### src/rtl/mig_fifo_pkg.sv
// Shared types and AXI constants for the MIG write-burst engine.
// Holds the burst FSM state encoding and the AxSIZE helper.
package mig_fifo_pkg;

  typedef enum logic [1:0] {
    ST_IDLE = 2'd0,
    ST_ADDR = 2'd1,
    ST_DATA = 2'd2,
    ST_RESP = 2'd3
  } wr_state_t;

  localparam logic [1:0] AXI_BURST_INCR = 2'b01;
  localparam logic [1:0] AXI_RESP_OKAY  = 2'b00;

  // AxSIZE encoding: log2 of the bytes per beat for a data width in bits.
  function automatic logic [2:0] axsize_f(input int width);
    logic [2:0] r;
    r = 3'd0;
    for (int i = 0; i < 8; i++) begin
      if ((8 << i) == width) r = 3'(i);
    end
    return r;
  endfunction

endpackage

### src/rtl/mig_axi_wr_burst.sv
// Drains an upstream AXIS FIFO into a DDR ring buffer through AXI4 INCR
// write bursts, reporting each committed burst length once BRESP returns.
module mig_axi_wr_burst
  import mig_fifo_pkg::*;
#(
  parameter logic [3:0]  ID_TAG        = 4'd0,
  parameter int          MAX_BURST_LEN = 16,
  parameter logic [31:0] BASE_ADDRESS  = 32'h0,
  parameter int          MEMORY_SIZE   = 1024,
  parameter int          MIG_PORT_SIZE = 128,
  parameter int          FLUSH_DELAY   = 32,
  localparam int         CW            = $clog2(MEMORY_SIZE + 1)
) (
  input  logic                       aclk,
  input  logic                       reset,
  input  logic [MIG_PORT_SIZE-1:0]   s_tdata,
  input  logic                       s_tvalid,
  output logic                       s_tready,
  input  logic [CW-1:0]              wr_words_avail,
  input  logic [CW-1:0]              mem_free_words,
  output logic [3:0]                 m_axi_awid,
  output logic [31:0]                m_axi_awaddr,
  output logic [7:0]                 m_axi_awlen,
  output logic [2:0]                 m_axi_awsize,
  output logic [1:0]                 m_axi_awburst,
  output logic                       m_axi_awlock,
  output logic [3:0]                 m_axi_awcache,
  output logic [2:0]                 m_axi_awprot,
  output logic [3:0]                 m_axi_awqos,
  output logic                       m_axi_awvalid,
  input  logic                       m_axi_awready,
  output logic [MIG_PORT_SIZE-1:0]   m_axi_wdata,
  output logic [MIG_PORT_SIZE/8-1:0] m_axi_wstrb,
  output logic                       m_axi_wlast,
  output logic                       m_axi_wvalid,
  input  logic                       m_axi_wready,
  input  logic [3:0]                 m_axi_bid,
  input  logic [1:0]                 m_axi_bresp,
  input  logic                       m_axi_bvalid,
  output logic                       m_axi_bready,
  output logic                       commit_valid,
  output logic [8:0]                 commit_len,
  output logic                       bresp_err
);

  localparam int         BYTES = MIG_PORT_SIZE / 8;
  localparam int         ICW   = $clog2(FLUSH_DELAY + 2);
  localparam logic [8:0] MAX9  = 9'(MAX_BURST_LEN);

  wr_state_t      state;
  logic [CW-1:0]  wr_ptr;
  logic [ICW-1:0] idle_cnt;
  logic [8:0]     beat_cnt;
  logic [8:0]     len;

  logic [31:0]    ptr_ext;
  logic [31:0]    ptr_sum;
  logic [8:0]     room;
  logic [8:0]     len_next;
  logic           full_avail;
  logic           flush_hit;
  logic           start;
  logic           beat;
  logic [CW-1:0]  ptr_adv;
  logic           unused_bid;

  assign unused_bid = ^m_axi_bid;

  assign m_axi_awid    = ID_TAG;
  assign m_axi_awsize  = axsize_f(MIG_PORT_SIZE);
  assign m_axi_awburst = AXI_BURST_INCR;
  assign m_axi_awlock  = 1'b0;
  assign m_axi_awcache = 4'd0;
  assign m_axi_awprot  = 3'd0;
  assign m_axi_awqos   = 4'd0;
  assign m_axi_wstrb   = '1;

  // Handshake outputs decode directly from the state register, so they
  // drop the cycle after reset is sampled and stay stable within a phase.
  assign m_axi_awvalid = (state == ST_ADDR);
  assign m_axi_bready  = (state == ST_RESP);
  assign m_axi_wdata   = s_tdata;
  assign m_axi_wvalid  = (state == ST_DATA) && s_tvalid;
  assign s_tready      = (state == ST_DATA) && m_axi_wready;
  assign m_axi_wlast   = (state == ST_DATA) && (beat_cnt == len - 9'd1);
  assign beat          = m_axi_wvalid && m_axi_wready;

  always_comb begin
    ptr_ext = 32'(wr_ptr);
    // Words left before the next MAX_BURST_LEN-aligned boundary; with the
    // aligned base this also keeps bursts inside 4 KB and the ring end.
    room = 9'(32'(MAX_BURST_LEN) - (ptr_ext % 32'(MAX_BURST_LEN)));
    len_next = MAX9;
    if (32'(wr_words_avail) < 32'(len_next)) len_next = 9'(wr_words_avail);
    if (32'(mem_free_words) < 32'(len_next)) len_next = 9'(mem_free_words);
    if (room < len_next) len_next = room;
    full_avail = 32'(wr_words_avail) >= 32'(MAX_BURST_LEN);
    flush_hit  = (idle_cnt == ICW'(FLUSH_DELAY));
    start      = (len_next != 9'd0) && (full_avail || flush_hit);
    ptr_sum    = ptr_ext + 32'(len);
    ptr_adv    = (ptr_sum == 32'(MEMORY_SIZE)) ? '0 : CW'(ptr_sum);
  end

  always_ff @(posedge aclk) begin
    if (reset) begin
      state        <= ST_IDLE;
      wr_ptr       <= '0;
      idle_cnt     <= '0;
      beat_cnt     <= '0;
      len          <= '0;
      m_axi_awaddr <= '0;
      m_axi_awlen  <= '0;
      commit_valid <= 1'b0;
      commit_len   <= '0;
      bresp_err    <= 1'b0;
    end else begin
      commit_valid <= 1'b0;
      unique case (state)
        ST_IDLE: begin
          if (start) begin
            state        <= ST_ADDR;
            len          <= len_next;
            idle_cnt     <= '0;
            beat_cnt     <= '0;
            m_axi_awaddr <= BASE_ADDRESS + ptr_ext * 32'(BYTES);
            m_axi_awlen  <= 8'(len_next - 9'd1);
          end else if (wr_words_avail == '0) begin
            idle_cnt <= '0;
          end else if (!full_avail && !flush_hit) begin
            idle_cnt <= idle_cnt + ICW'(1);
          end
        end
        ST_ADDR: begin
          if (m_axi_awready) begin
            state    <= ST_DATA;
            beat_cnt <= '0;
          end
        end
        ST_DATA: begin
          if (beat) begin
            beat_cnt <= beat_cnt + 9'd1;
            if (m_axi_wlast) state <= ST_RESP;
          end
        end
        ST_RESP: begin
          // Error responses are flagged but the words still count as written.
          if (m_axi_bvalid) begin
            state        <= ST_IDLE;
            commit_valid <= 1'b1;
            commit_len   <= len;
            wr_ptr       <= ptr_adv;
            if (m_axi_bresp != AXI_RESP_OKAY) bresp_err <= 1'b1;
          end
        end
        default: state <= ST_IDLE;
      endcase
    end
  end

endmodule

### config.mk
export PLATFORM = sky130hd
export DESIGN_NAME = mig_axi_wr_burst
export DESIGN_NICKNAME = d
export VERILOG_FILES = /design/src/rtl/mig_fifo_pkg.sv /design/src/rtl/mig_axi_wr_burst.sv
export SDC_FILE = /design/constraint.sdc
export NUM_CORES = 1
export LEC_CHECK = 0
export ABC_CLOCK_PERIOD_IN_PS = 6600
export BUFFER_PORTS_ARGS = -buffer_cell sky130_fd_sc_hd__buf_2
export CORE_AREA = 5 5 147 149
export CTS_BUF_LIST = sky130_fd_sc_hd__clkbuf_8 sky130_fd_sc_hd__clkbuf_16
export DETAILED_ROUTE_END_ITERATION = 10
export DIE_AREA = 0 0 152 154
export HOLD_SLACK_MARGIN = 0.1
export SLEW_MARGIN = 30
export SYNTH_ARGS = -nofsm -noshare
export SYNTH_HDL_FRONTEND = slang
export SYNTH_SLANG_ARGS = --single-unit
### constraint.sdc
create_clock -name aclk -period 6.6 [get_ports aclk]
set_input_delay 0.66 -clock aclk [delete_from_list [all_inputs] [get_ports aclk]]
set_output_delay 0.66 -clock aclk [all_outputs]
set_load 0.01 [all_outputs]
# Word level (Yosys, flattened, before mapping)
# Cells that the tools add are included.
# op_classes
n_bitwise	1
n_eq_ne	11
mux	18
n_reduce_logical	22
n_lt_le_gt_ge	4
addsub	6
# op_table
op	count
two-way mux 9 bit	6
case mux 9 bit (3 select lines)	1
two-way mux 6 bit	3
adder 11 x 9 -> 12 bit	1
equality test 12 x 11 -> 1 bit (second input constant)	1
>= comparator 11 x 5 -> 1 bit (second input constant)	1
logical NOT 11 bit	1
less-than comparator 11 x 5 -> 1 bit (second input constant)	1
less-than comparator 11 x 9 -> 1 bit	1
two-way mux 11 bit	1
two-way mux 2 bit	5
adder 9 x 1 -> 9 bit (second input constant)	1
equality test 9 bit	1
less-than comparator 9 bit	1
nonzero test 9 bit	1
subtractor 9 x 1 -> 9 bit (second input constant)	1
!= test 2 bit (second input constant)	4
case mux 2 bit (4 select lines)	1
subtractor 8 x 1 -> 8 bit (second input constant)	1
adder 6 x 1 -> 6 bit (second input constant)	1
equality test 6 bit (second input constant)	1
logical AND 1 bit	6
AND reduction 2 bit	3
nonzero test 3 bit	2
14 further kinds	16
# word_totals
out_inout_bits	221
wordCells	72
in_bits	162
regBits	67

# Depth between registers and ports, before layout
# Gate-level depths: netlist of the first run.
# depth
ltp_word	10
mapped_depth	28
mapped_depth_nobuf	24

# Least setup slack after synthesis of the first run
# No wires, ideal clock.
# synth_timing
kind	input to register
startpoint	in wr_words_avail[5]
endpoint	reg len[1]
required_ns	6.530
setup_time_ns	0.070
path_stages	28
slack_ns	0.557
arrival_time_ns	5.972
path_buffers	4
path_cell_list	nor4_2 > nand2_1 > inv_1 > nand2_1 > ha_1 > a211oi_1 > nand4_1 > and3_1 > nor2_4 > buf_1 > mux2i_1 > ha_1 > and2_1 > a21oi_1 > mux2i_1 > a221oi_2 > buf_4 > nor2_1 > o21ai_0 > ha_1 > nand2_1 > a311o_1 > a21o_1 > o211ai_1 > buf_2 > buf_2 > o21ai_0 > a21oi_1
# synth_between
elab_chain_len	9
elab_cells_between_ends	11
classes_between	4 x order compare; 3 x mux; 4 x reduce/logical
# synth_rtl
element	line	text
from (decl)	mig_axi_wr_burst.sv:19	input logic [CW-1:0] wr_words_avail,
less-than comparator 11 x 5 -> 1 bit	mig_axi_wr_burst.sv:94	if (32'(wr_words_avail) < 32'(len_next)) len_next = 9'(wr_words_avail);
two-way mux 9 bit	mig_axi_wr_burst.sv:94	
less-than comparator 11 x 9 -> 1 bit	mig_axi_wr_burst.sv:95	if (32'(mem_free_words) < 32'(len_next)) len_next = 9'(mem_free_words);
two-way mux 9 bit	mig_axi_wr_burst.sv:95	
less-than comparator 9 bit	mig_axi_wr_burst.sv:96	if (room < len_next) len_next = room;
two-way mux 9 bit	mig_axi_wr_burst.sv:96	
nonzero test 9 bit	mig_axi_wr_burst.sv:99	start = (len_next != 9'd0) && (full_avail || flush_hit);
logical AND 1 bit	mig_axi_wr_burst.sv:99	
AND reduction 2 bit (no source line)	-	
to (signal assigned)	mig_axi_wr_burst.sv:122	len <= len_next;
to (decl)	mig_axi_wr_burst.sv:54	logic [8:0] len;
# Parallel ways exist; a longest one is shown, timed or not.
# A chain may end at the register's enable or synchronous reset.

# Worst setup path in the final report of the first run
# layout_timing
startpoint	in wr_words_avail[5]
endpoint	reg beat_cnt[1]
# layout_between
elab_chain_len	10
elab_cells_between_ends	12
classes_between	4 x order compare; 1 x eq/ne; 3 x mux; 4 x reduce/logical
# layout_rtl
element	line	text
less-than comparator 11 x 5 -> 1 bit	mig_axi_wr_burst.sv:94	
two-way mux 9 bit	mig_axi_wr_burst.sv:94	
less-than comparator 11 x 9 -> 1 bit	mig_axi_wr_burst.sv:95	
two-way mux 9 bit	mig_axi_wr_burst.sv:95	
less-than comparator 9 bit	mig_axi_wr_burst.sv:96	
two-way mux 9 bit	mig_axi_wr_burst.sv:96	
nonzero test 9 bit	mig_axi_wr_burst.sv:99	
logical AND 1 bit (*)	mig_axi_wr_burst.sv:99	
!= test 2 bit (no source line) (*)	-	
AND reduction 4 bit (no source line) (*)	-	
to (signal assigned)	mig_axi_wr_burst.sv:141	beat_cnt <= beat_cnt + 9'd1;
to (decl)	mig_axi_wr_burst.sv:53	logic [8:0] beat_cnt;
# Every way passes the cells marked *; elsewhere a longest branch is shown, timed or not.

==> impl_metrics.env, run 1 <==
export IMPL_core_area_sq_um=20040
export IMPL_clk_transition_reported_paths_ps=50
export IMPL_ctsHtreeMaxLevel=3
export IMPL_cts_resized=0
export IMPL_power_static_leakage_nw=2.308
export IMPL_gp_routability_congestion=0.8491
export IMPL_largest_net_degree_at_the_start_of_global_routing=61
export IMPL_final_number_of_hold_violating_endpoints=0
export IMPL_setup_repair_after_global_routing_missed_its_margin="false"
export IMPL_synth_edff_count=0
export IMPL_postSynthAreaPerCell_sq_um=7.807
export IMPL_grt_pass1_wl_um=23200
export IMPL_drtIter0Drc=395
export IMPL_critical_path_cell_chain="buf_2 > nor4_2 > nand2_1 > inv_1 > nand2_1 > ha_1 > a211oi_1 > nand4_1 > and3_1 > nor2_4 > mux2i_1 > ha_1 > and2_1 > a21oi_1 > mux2i_1 > a221oi_2 > nor2_1 > o21ai_0 > ha_1 > and2_1 > nand2_1 > a21oi_1 > or4_1 > o32ai_1"
export IMPL_fmax_mhz=167.4
export IMPL_cts_buffers=9
export IMPL_critical_path_arrival_ps=6160
export IMPL_worst_r2r_cell_count=16
export IMPL_synth_top_cells_by_area="sky130_fd_sc_hd__buf_4, sky130_fd_sc_hd__dfxtp_1, sky130_fd_sc_hd__ha_1, sky130_fd_sc_hd__a21oi_1, sky130_fd_sc_hd__nand2_1"
export IMPL_vias_per_cell=4.884
export IMPL_drt_pass1_iter_count=4
export IMPL_initial_core_util_pct=29.45
export IMPL_reg2reg_from="wr_ptr[0]$_SDFFE_PP0P_"
export IMPL_synth_top_cell_by_area="sky130_fd_sc_hd__buf_4"
export IMPL_critical_path_reg2reg_endpoint="beat_cnt[1]$_SDFFE_PP0P_"
export IMPL_timing_critical_path_required_ps=6790
export IMPL_synth_top_area_share_pct=24.04
export IMPL_vdd_ir_drop_max_v=0.0001288
export IMPL_post_route_total_power_mw=1.583
export IMPL_critPathLaunchType="input port"
export IMPL_clock_tree_root_cell="sky130_fd_sc_hd__clkbuf_16"
export IMPL_ys_ff_latch=67
export IMPL_syn2layout_area_growth_pct=-5.024
export IMPL_diodes=0
export IMPL_cts_hold_buffers=0
export IMPL_postLayoutCellArea_sq_um=5605
export IMPL_postCtsSetupBuffers=0
export IMPL_cp_slowest_cell="sky130_fd_sc_hd__a21oi_1"
export IMPL_design_die_area_sq_um=23410
export IMPL_grt_ovfl_total=0
export IMPL_vias_in_the_first_global_route=4348
export IMPL_timing_setup_tns_ps=0
export IMPL_crit_path_max_fanout=12
export IMPL_clock_period_minus_worst_slack_ps=5975
export IMPL_wirelength_um=14580
export IMPL_startpoint="wr_words_avail[5]"
export IMPL_port_buf_inserts=64
export IMPL_endpoint="beat_cnt[1]$_SDFFE_PP0P_"
export IMPL_vias=4669
export IMPL_worst_r2r_setup_slack_ps=1890
export IMPL_synth_warning_count=0
export IMPL_dpl_instance_area_sq_um=5323
export IMPL_timing_max_transition_violations_final=0
export IMPL_dominantRegCellSynth="sky130_fd_sc_hd__dfxtp_1"
export IMPL_ys_seq_area_share_pct=22.73
export IMPL_timing_max_cap_violations=0
export IMPL_dpl_hpwl_um=11080
export IMPL_worstSetupEndpointType="flop"
export IMPL_synth_cell_type_count=65
export IMPL_clk_latency_ps=330
export IMPL_min_delay_path_class="flop to flop"
export IMPL_timing_setup_critical_path_class="input port to flop"
export IMPL_layout_drive_gt1_share_pct=14.87
export IMPL_antenna_violating_nets_post_route=0
export IMPL_setup_skew_after_layout_ps=7.207
export IMPL_post_synthesis_cell_area_sq_um=5902
export IMPL_cts_tree="built"
export IMPL_power_per_cell_area_nw_per_um2=282.5
export IMPL_syn_instance_count=756
export IMPL_postSynth_asyncResetShare_pct=0
export IMPL_maxSlewHeadroom_pct=36.50
export IMPL_cts_num_sinks=67
export IMPL_grt_antenna_before_repair=0
export IMPL_rows=52
export IMPL_chipHeight_um=154
export IMPL_layout_worst_path_cycle_share_pct=90.53
export IMPL_slew_at_the_pin_closest_to_its_max_slew_limit_ps=952.6
export IMPL_route_detailed_drc=0
export IMPL_run_status="completed"
export IMPL_routed_wirelength_normalized_by_instance_count_um=15.25
export IMPL_die_x_um=152
export IMPL_top_level_ports=383
export IMPL_final_net_count=876
export IMPL_slowest_delay_ps=740
export IMPL_total_track_usage_pct=11.98
export IMPL_report_final_setup_viol=0
export IMPL_max_clock_buf_depth=2
==> synth_stat cells (5+ instances only) <==
master and instances:
sky130_fd_sc_hd__xor2_1 10, sky130_fd_sc_hd__a211oi_1 11, sky130_fd_sc_hd__a21oi_1 61, sky130_fd_sc_hd__buf_2 5
sky130_fd_sc_hd__nor2_1 22, sky130_fd_sc_hd__nor3_1 21, sky130_fd_sc_hd__o21ai_1 7, sky130_fd_sc_hd__nor4_1 5
sky130_fd_sc_hd__nand2_1 54, sky130_fd_sc_hd__and2_1 11, sky130_fd_sc_hd__o21ai_0 37, sky130_fd_sc_hd__mux2i_1 6
sky130_fd_sc_hd__dfxtp_1 67, sky130_fd_sc_hd__o32ai_1 5, sky130_fd_sc_hd__and3_1 15, sky130_fd_sc_hd__or3_1 7
sky130_fd_sc_hd__o2111ai_1 8, sky130_fd_sc_hd__nand4_1 10, sky130_fd_sc_hd__buf_4 189, sky130_fd_sc_hd__xnor2_1 15
sky130_fd_sc_hd__inv_1 28, sky130_fd_sc_hd__a21boi_0 5, sky130_fd_sc_hd__nand3_1 27, sky130_fd_sc_hd__ha_1 30
sky130_fd_sc_hd__clkbuf_1 20
==> registers in the layout, summed over array words and instances (netlist names) <==
name	cells
commit_len	9
m_axi_awlen	8
m_axi_awaddr	11
beat_cnt	9
state	2
len	9
wr_ptr	11
commit_valid	1
bresp_err	1
idle_cnt	6
==> cells by family (layout without fill, tap and decap cells) <==
family	Yosys count	count (layout)	synth area share, %
AO/OA/AOI/OAI	178	178	19.63
AND/OR/NAND/NOR	200	200	18.04
multiplexers	6	6	1.018
flip-flops	67	67	22.73
adder cells (fa/ha/maj)	31	31	6.699
buffers and inverters	246	116	27.77
other	2	62	0.1272
XOR/XNOR	26	26	3.986
==> area by class of cell <==
| cell class | instances | area [sq um] |
|---|---|---|
| clock buffers | 10 | 239.0 |
| well taps | 270 | 337.8 |
| repair buffers | 73 | 387.9 |
| fillers | 2216 | 14430 |
| multi-input cells | 503 | 3147 |
| inverters | 29 | 108.9 |
| flip-flops and latches | 67 | 1341 |
| clock inverters | 4 | 43.79 |
==> where the power goes <==
part / switching (mW) / internal [mW] / leakage [nW]
clock: 0.171 / 0.295 / 0.145
combinational: 0.393 / 0.235 / 1.62
sequential: 0.0456 / 0.444 / 0.543
total: 0.609 / 0.974 / 2.31
==> per-layer routing <==
layer,track usage [%],vias to the layer above,routed length [um]
li1,-,2286,-
met3,3.682,62,1110
met1,13.63,2153,5872
met4,6.378,0,579
met2,20.17,168,7013
met5,0,-,0
==> critical path, delay by kind of cell <==
| kind | cells | cell delay [ps] |
|---|---|---|
| buffers and inverters | 2 | 260 |
| muxes | 2 | 530 |
| adders and majority gates | 3 | 880 |
| and+or+nand+nor | 11 | 2030 |
| AOI/OAI and AO/OA | 6 | 1780 |
==> cells in the final DEF (no fill, tap or decap), types with 4 or more instances in the layout <==
cell and count:
sky130_fd_sc_hd__a211o_1 4, sky130_fd_sc_hd__o32ai_1 5, sky130_fd_sc_hd__nor4_1 5, sky130_fd_sc_hd__ha_1 30, sky130_fd_sc_hd__inv_1 29, sky130_fd_sc_hd__nand2_1 54
sky130_fd_sc_hd__clkbuf_16 9, sky130_fd_sc_hd__and3_1 15, sky130_fd_sc_hd__o2111ai_1 8, sky130_fd_sc_hd__and2_1 11, sky130_fd_sc_hd__conb_1 62, sky130_fd_sc_hd__o31ai_1 4
sky130_fd_sc_hd__a211oi_1 11, sky130_fd_sc_hd__a21o_1 4, sky130_fd_sc_hd__a21oi_1 61, sky130_fd_sc_hd__nor2b_1 4, sky130_fd_sc_hd__buf_2 64, sky130_fd_sc_hd__buf_4 9
sky130_fd_sc_hd__o21ai_1 7, sky130_fd_sc_hd__nand3_1 27, sky130_fd_sc_hd__mux2i_1 6, sky130_fd_sc_hd__a21boi_0 5, sky130_fd_sc_hd__or3_1 7, sky130_fd_sc_hd__xor2_1 10
sky130_fd_sc_hd__o21ai_0 37, sky130_fd_sc_hd__nand2b_1 4, sky130_fd_sc_hd__dfxtp_1 67, sky130_fd_sc_hd__nor2_1 22, sky130_fd_sc_hd__nand4_1 10, sky130_fd_sc_hd__o311ai_1 4
sky130_fd_sc_hd__nor3_1 21, sky130_fd_sc_hd__xnor2_1 15, sky130_fd_sc_hd__o211a_1 4, sky130_fd_sc_hd__nor3b_1 4
==> worst min path at each step <==
stage                                 from                endpoint  slack [ps]  cells after the start
detailed placement  bresp_err$_SDFFE_PP0P_  bresp_err$_SDFFE_PP0P_         430                      2
finish              bresp_err$_SDFFE_PP0P_  bresp_err$_SDFFE_PP0P_         440                      2
global route        bresp_err$_SDFFE_PP0P_  bresp_err$_SDFFE_PP0P_         460                      2
global placement    bresp_err$_SDFFE_PP0P_  bresp_err$_SDFFE_PP0P_         430                      2
CTS                 bresp_err$_SDFFE_PP0P_  bresp_err$_SDFFE_PP0P_         440                      2
floorplan           wr_ptr[7]$_SDFFE_PP0P_  wr_ptr[7]$_SDFFE_PP0P_         450                      2
==> per-stage QoR <==
stage / utilization [%] / hold slack, ps / instances / worst slack [ps]
6_report: 27.97 / 439.2 / 956 / 625.3
3_3_place_gp: 26.56 / 432.1 / 942 / 390.2
3_5_place_dp: 26.56 / 433.3 / 942 / 330.7
5_1_grt: 27.97 / 463.5 / 956 / 197.7
4_1_cts: 27.97 / 441.9 / 956 / 676.9
2_1_floorplan: - / 449.4 / 816 / 557.3
(Power assumes the default switching activity.)
==> inputs of run 2 (changes only) <==
--- a/config.mk
+++ b/config.mk
@@ -5,12 +5,13 @@
 export SDC_FILE = /design/constraint.sdc
 export NUM_CORES = 1
 export LEC_CHECK = 0
-export ABC_CLOCK_PERIOD_IN_PS = 6600
+export ABC_AREA = 1
+export ABC_CLOCK_PERIOD_IN_PS = 4900
 export BUFFER_PORTS_ARGS = -buffer_cell sky130_fd_sc_hd__buf_2
-export CORE_AREA = 5 5 147 149
+export CORE_AREA = 5 5 145 147
 export CTS_BUF_LIST = sky130_fd_sc_hd__clkbuf_8 sky130_fd_sc_hd__clkbuf_16
 export DETAILED_ROUTE_END_ITERATION = 10
-export DIE_AREA = 0 0 152 154
+export DIE_AREA = 0 0 150 152
 export HOLD_SLACK_MARGIN = 0.1
 export SLEW_MARGIN = 30
 export SYNTH_ARGS = -nofsm -noshare
==> constraint.sdc (replaced) <==
create_clock -name aclk -period 4.9 [get_ports aclk]
set_input_delay 0.49 -clock aclk [delete_from_list [all_inputs] [get_ports aclk]]
set_output_delay 0.49 -clock aclk [all_outputs]
set_load 0.01 [all_outputs]
==> run 2 against run 1 <==
  * Count of clock-buffer cells in the layout unchanged
  * Total power increased by 46%
  * Routed wire length decreased by 5.7%
  * Global-route usage decreased by 0.47 points
  * Clock power increased by 29%
  * Non-clock buffer count decreased by 4
  * Setup slack improved by 130 ps
  * Register-to-register slack got worse by 160 ps
  * Synthesized cell count increased by 0.13%
  * Hold slack got worse by 71 ps
  * Critical endpoint unchanged
==> impl_metrics.env, run 2 <==
export IMPL_run_status="completed"
export IMPL_timing_max_transition_violations_final=0
export IMPL_setup_skew_after_layout_ps=5.885
export IMPL_cts_tree="built"
export IMPL_startpoint="wr_words_avail[6]"
export IMPL_power_share_combinational_pct=43.0
export IMPL_multi_input_area_sq_um=2725
export IMPL_power_static_leakage_nw=2.425
export IMPL_layout_worst_path_cycle_share_pct=84.67
export IMPL_hold_path_startpoint="m_axi_bresp[0]"
export IMPL_clock_tree_root_cell="sky130_fd_sc_hd__clkbuf_16"
export IMPL_dpl_instance_area_sq_um=4994
export IMPL_largest_net_degree_at_the_start_of_global_routing=39
export IMPL_vias_per_cell=4.242
export IMPL_clk_transition_reported_paths_ps=60
export IMPL_cts_buffers=9
export IMPL_gp_routability_congestion=0.8080
export IMPL_final_cell_mix="sky130_fd_sc_hd__nand2_1, sky130_fd_sc_hd__a21oi_1, sky130_fd_sc_hd__dfxtp_1, sky130_fd_sc_hd__buf_2, sky130_fd_sc_hd__conb_1"
export IMPL_cts_hold_buffers=0
export IMPL_drt_pass1_iter_count=4
export IMPL_synth_cell_type_count=45
export IMPL_final_net_count=886
export IMPL_synth_edff_count=0
export IMPL_largest_registers="m_axi_awaddr x11, wr_ptr x11"
export IMPL_synth_top_cells_by_area="sky130_fd_sc_hd__buf_4, sky130_fd_sc_hd__dfxtp_1, sky130_fd_sc_hd__ha_1, sky130_fd_sc_hd__nand2_1, sky130_fd_sc_hd__a21oi_1"
export IMPL_timing_setup_tns_ps=0
export IMPL_chipHeight_um=152
export IMPL_critical_path_arrival_ps=4350
export IMPL_routed_wirelength_normalized_by_instance_count_um=14.19
export IMPL_timing_setup_critical_path_class="input port to flop"
export IMPL_clock_period_minus_worst_slack_ps=4149
export IMPL_syn_instance_count=757
export IMPL_ctsHtreeMaxLevel=3
export IMPL_synth_top_area_share_pct=25.22
export IMPL_report_final_setup_viol=0
export IMPL_min_delay_path_class="input port to flop"
export IMPL_vias=4106
export IMPL_rows=52
export IMPL_route_detailed_drc=0
export IMPL_layout_drive_gt1_share_pct=17.91
export IMPL_grt_antenna_before_repair=0
export IMPL_clk_latency_ps=330
export IMPL_top_level_ports=383
export IMPL_ys_ff_latch=67
export IMPL_design_die_area_sq_um=22800
export IMPL_ys_seq_area_share_pct=24.10
export IMPL_power_share_sequential_pct=30.9
export IMPL_timing_max_cap_violations=0
export IMPL_grt_ovfl_total=0
export IMPL_initial_core_util_pct=28.14
export IMPL_vias_in_the_first_global_route=3843
export IMPL_cp_slowest_cell="sky130_fd_sc_hd__o21ai_0"
export IMPL_postSynthAreaPerCell_sq_um=7.353
export IMPL_layout_cells_most_common="sky130_fd_sc_hd__nand2_1"
export IMPL_drtIter0Drc=146
export IMPL_crit_path_max_fanout=12
export IMPL_hold_slack_final_ps=368.6
export IMPL_diodes=0
export IMPL_share_clk_of_total_power_pct=26.0
export IMPL_cts_resized=0
export IMPL_die_x_um=150
export IMPL_setup_repair_after_global_routing_missed_its_margin="false"
export IMPL_switching_power_of_the_nets_mw=0.9869
export IMPL_post_synthesis_cell_area_sq_um=5567
export IMPL_worstSetupEndpointType="flop"
export IMPL_slew_at_the_pin_closest_to_its_max_slew_limit_ps=725.3
export IMPL_maxSlewHeadroom_pct=51.13
export IMPL_dpl_hpwl_um=10830
export IMPL_fillerInstances=2178
export IMPL_final_number_of_hold_violating_endpoints=0
export IMPL_p_int_mw=1.329
export IMPL_dominantRegCellSynth="sky130_fd_sc_hd__dfxtp_1"
export IMPL_power_per_cell_area_nw_per_um2=438.5
export IMPL_postCtsSetupBuffers=0
export IMPL_critPathLaunchType="input port"
export IMPL_max_clock_buf_depth=2
export IMPL_seqCellArea_sq_um=1341
export IMPL_synth_most_common_cell="sky130_fd_sc_hd__buf_4"
export IMPL_grt_pass1_wl_um=20800
export IMPL_cts_num_sinks=67
export IMPL_synth_top_cell_by_area="sky130_fd_sc_hd__buf_4"
export IMPL_core_area_sq_um=19780
export IMPL_antenna_violating_nets_post_route=0
export IMPL_vdd_ir_drop_max_v=0.0003680
export IMPL_postSynth_asyncResetShare_pct=0
export IMPL_syn2layout_area_growth_pct=-5.125
export IMPL_wirelength_um=13740
export IMPL_timing_critical_path_required_ps=5110
export IMPL_fmax_mhz=241.0
export IMPL_critical_path_top_cell_by_count="sky130_fd_sc_hd__nor2_1"
export IMPL_total_track_usage_pct=11.51
export IMPL_synth_warning_count=0
export IMPL_postLayoutCellArea_sq_um=5281
export IMPL_port_buf_inserts=64
export IMPL_yosys_top_cells_count="sky130_fd_sc_hd__buf_4, sky130_fd_sc_hd__nand2_1, sky130_fd_sc_hd__a21oi_1, sky130_fd_sc_hd__dfxtp_1, sky130_fd_sc_hd__inv_1"
export IMPL_slowest_delay_ps=280
export IMPL_switching_share_of_power_pct=42.62
export IMPL_reg2reg_from="wr_ptr[1]$_SDFFE_PP0P_"
## run 2: cell type report
class                      count  share of cell area, %
clock buffer                  10                  4.525
timing repair buffer          69                  6.776
clock inverter                 6                 0.7818
sequential                    67                  25.40
multi-input combinational    483                  51.60
tap                          270                  6.397
inverter                      63                  4.525
## run 2: stage by stage
stage | worst slack [ps] | utilization (%) | cells | total power [mW]
2_1_floorplan | 825.2 | - | 817 | 1.613
3_3_place_gp | 378.9 | 25.25 | 952 | 1.720
3_5_place_dp | 356.9 | 25.25 | 952 | 1.730
4_1_cts | 698.5 | 26.66 | 968 | 2.344
5_1_grt | 271.8 | 26.70 | 968 | 2.500
6_report | 751.4 | 26.70 | 968 | 2.316
## run 2: cell families after synthesis
| logic type | share of synthesized area (%) |
|---|---|
| other | 0.1349 |
| adder cells (fa/ha/maj) | 7.103 |
| XOR/XNOR | 5.035 |
| AND/OR/NAND/NOR | 21.58 |
| flip-flops | 24.10 |
| AO/OA/AOI/OAI | 10.92 |
| buffers and inverters | 31.13 |
## run 2: critical path, delay by kind of cell
kind / cells / cell delay (ps)
and+or+nand+nor: 21 / 2230
AOI/OAI and AO/OA: 4 / 690
buffers and inverters: 4 / 250
adders and majority gates: 3 / 670
## run 2: metal layers
metal	part of all wire, %	vias to the layer above	global-route usage [%]
met5	0	-	0
met4	2.7	0	4.749
met3	11	36	4.915
met2	49	162	19.53
met1	36	1835	12.52
li1	-	2073	-
## run 2: path summary, 6_finish.rpt
| check | to | slack [ps] | depth (start not counted) |
|---|---|---|---|
| max | beat_cnt[1]$_SDFFE_PP0P_ | 750 | 32 |
| min | bresp_err$_SDFFE_PP0P_ | 370 | 3 |
| max reg2reg | beat_cnt[1]$_SDFFE_PP0P_ | 1730 | 21 |
| min reg2reg | bresp_err$_SDFFE_PP0P_ | 450 | 2 |
## run 2: power groups by stage
stage / clock (mW) / combinational [mW] / sequential [mW]
final: 0.603 / 0.996 / 0.717
after global routing: 0.642 / 1.13 / 0.731
after CTS: 0.617 / 1.01 / 0.716
after detailed placement: 0 / 1.00 / 0.727
after global placement: 0 / 0.995 / 0.724
after floorplan: 0 / 0.874 / 0.739
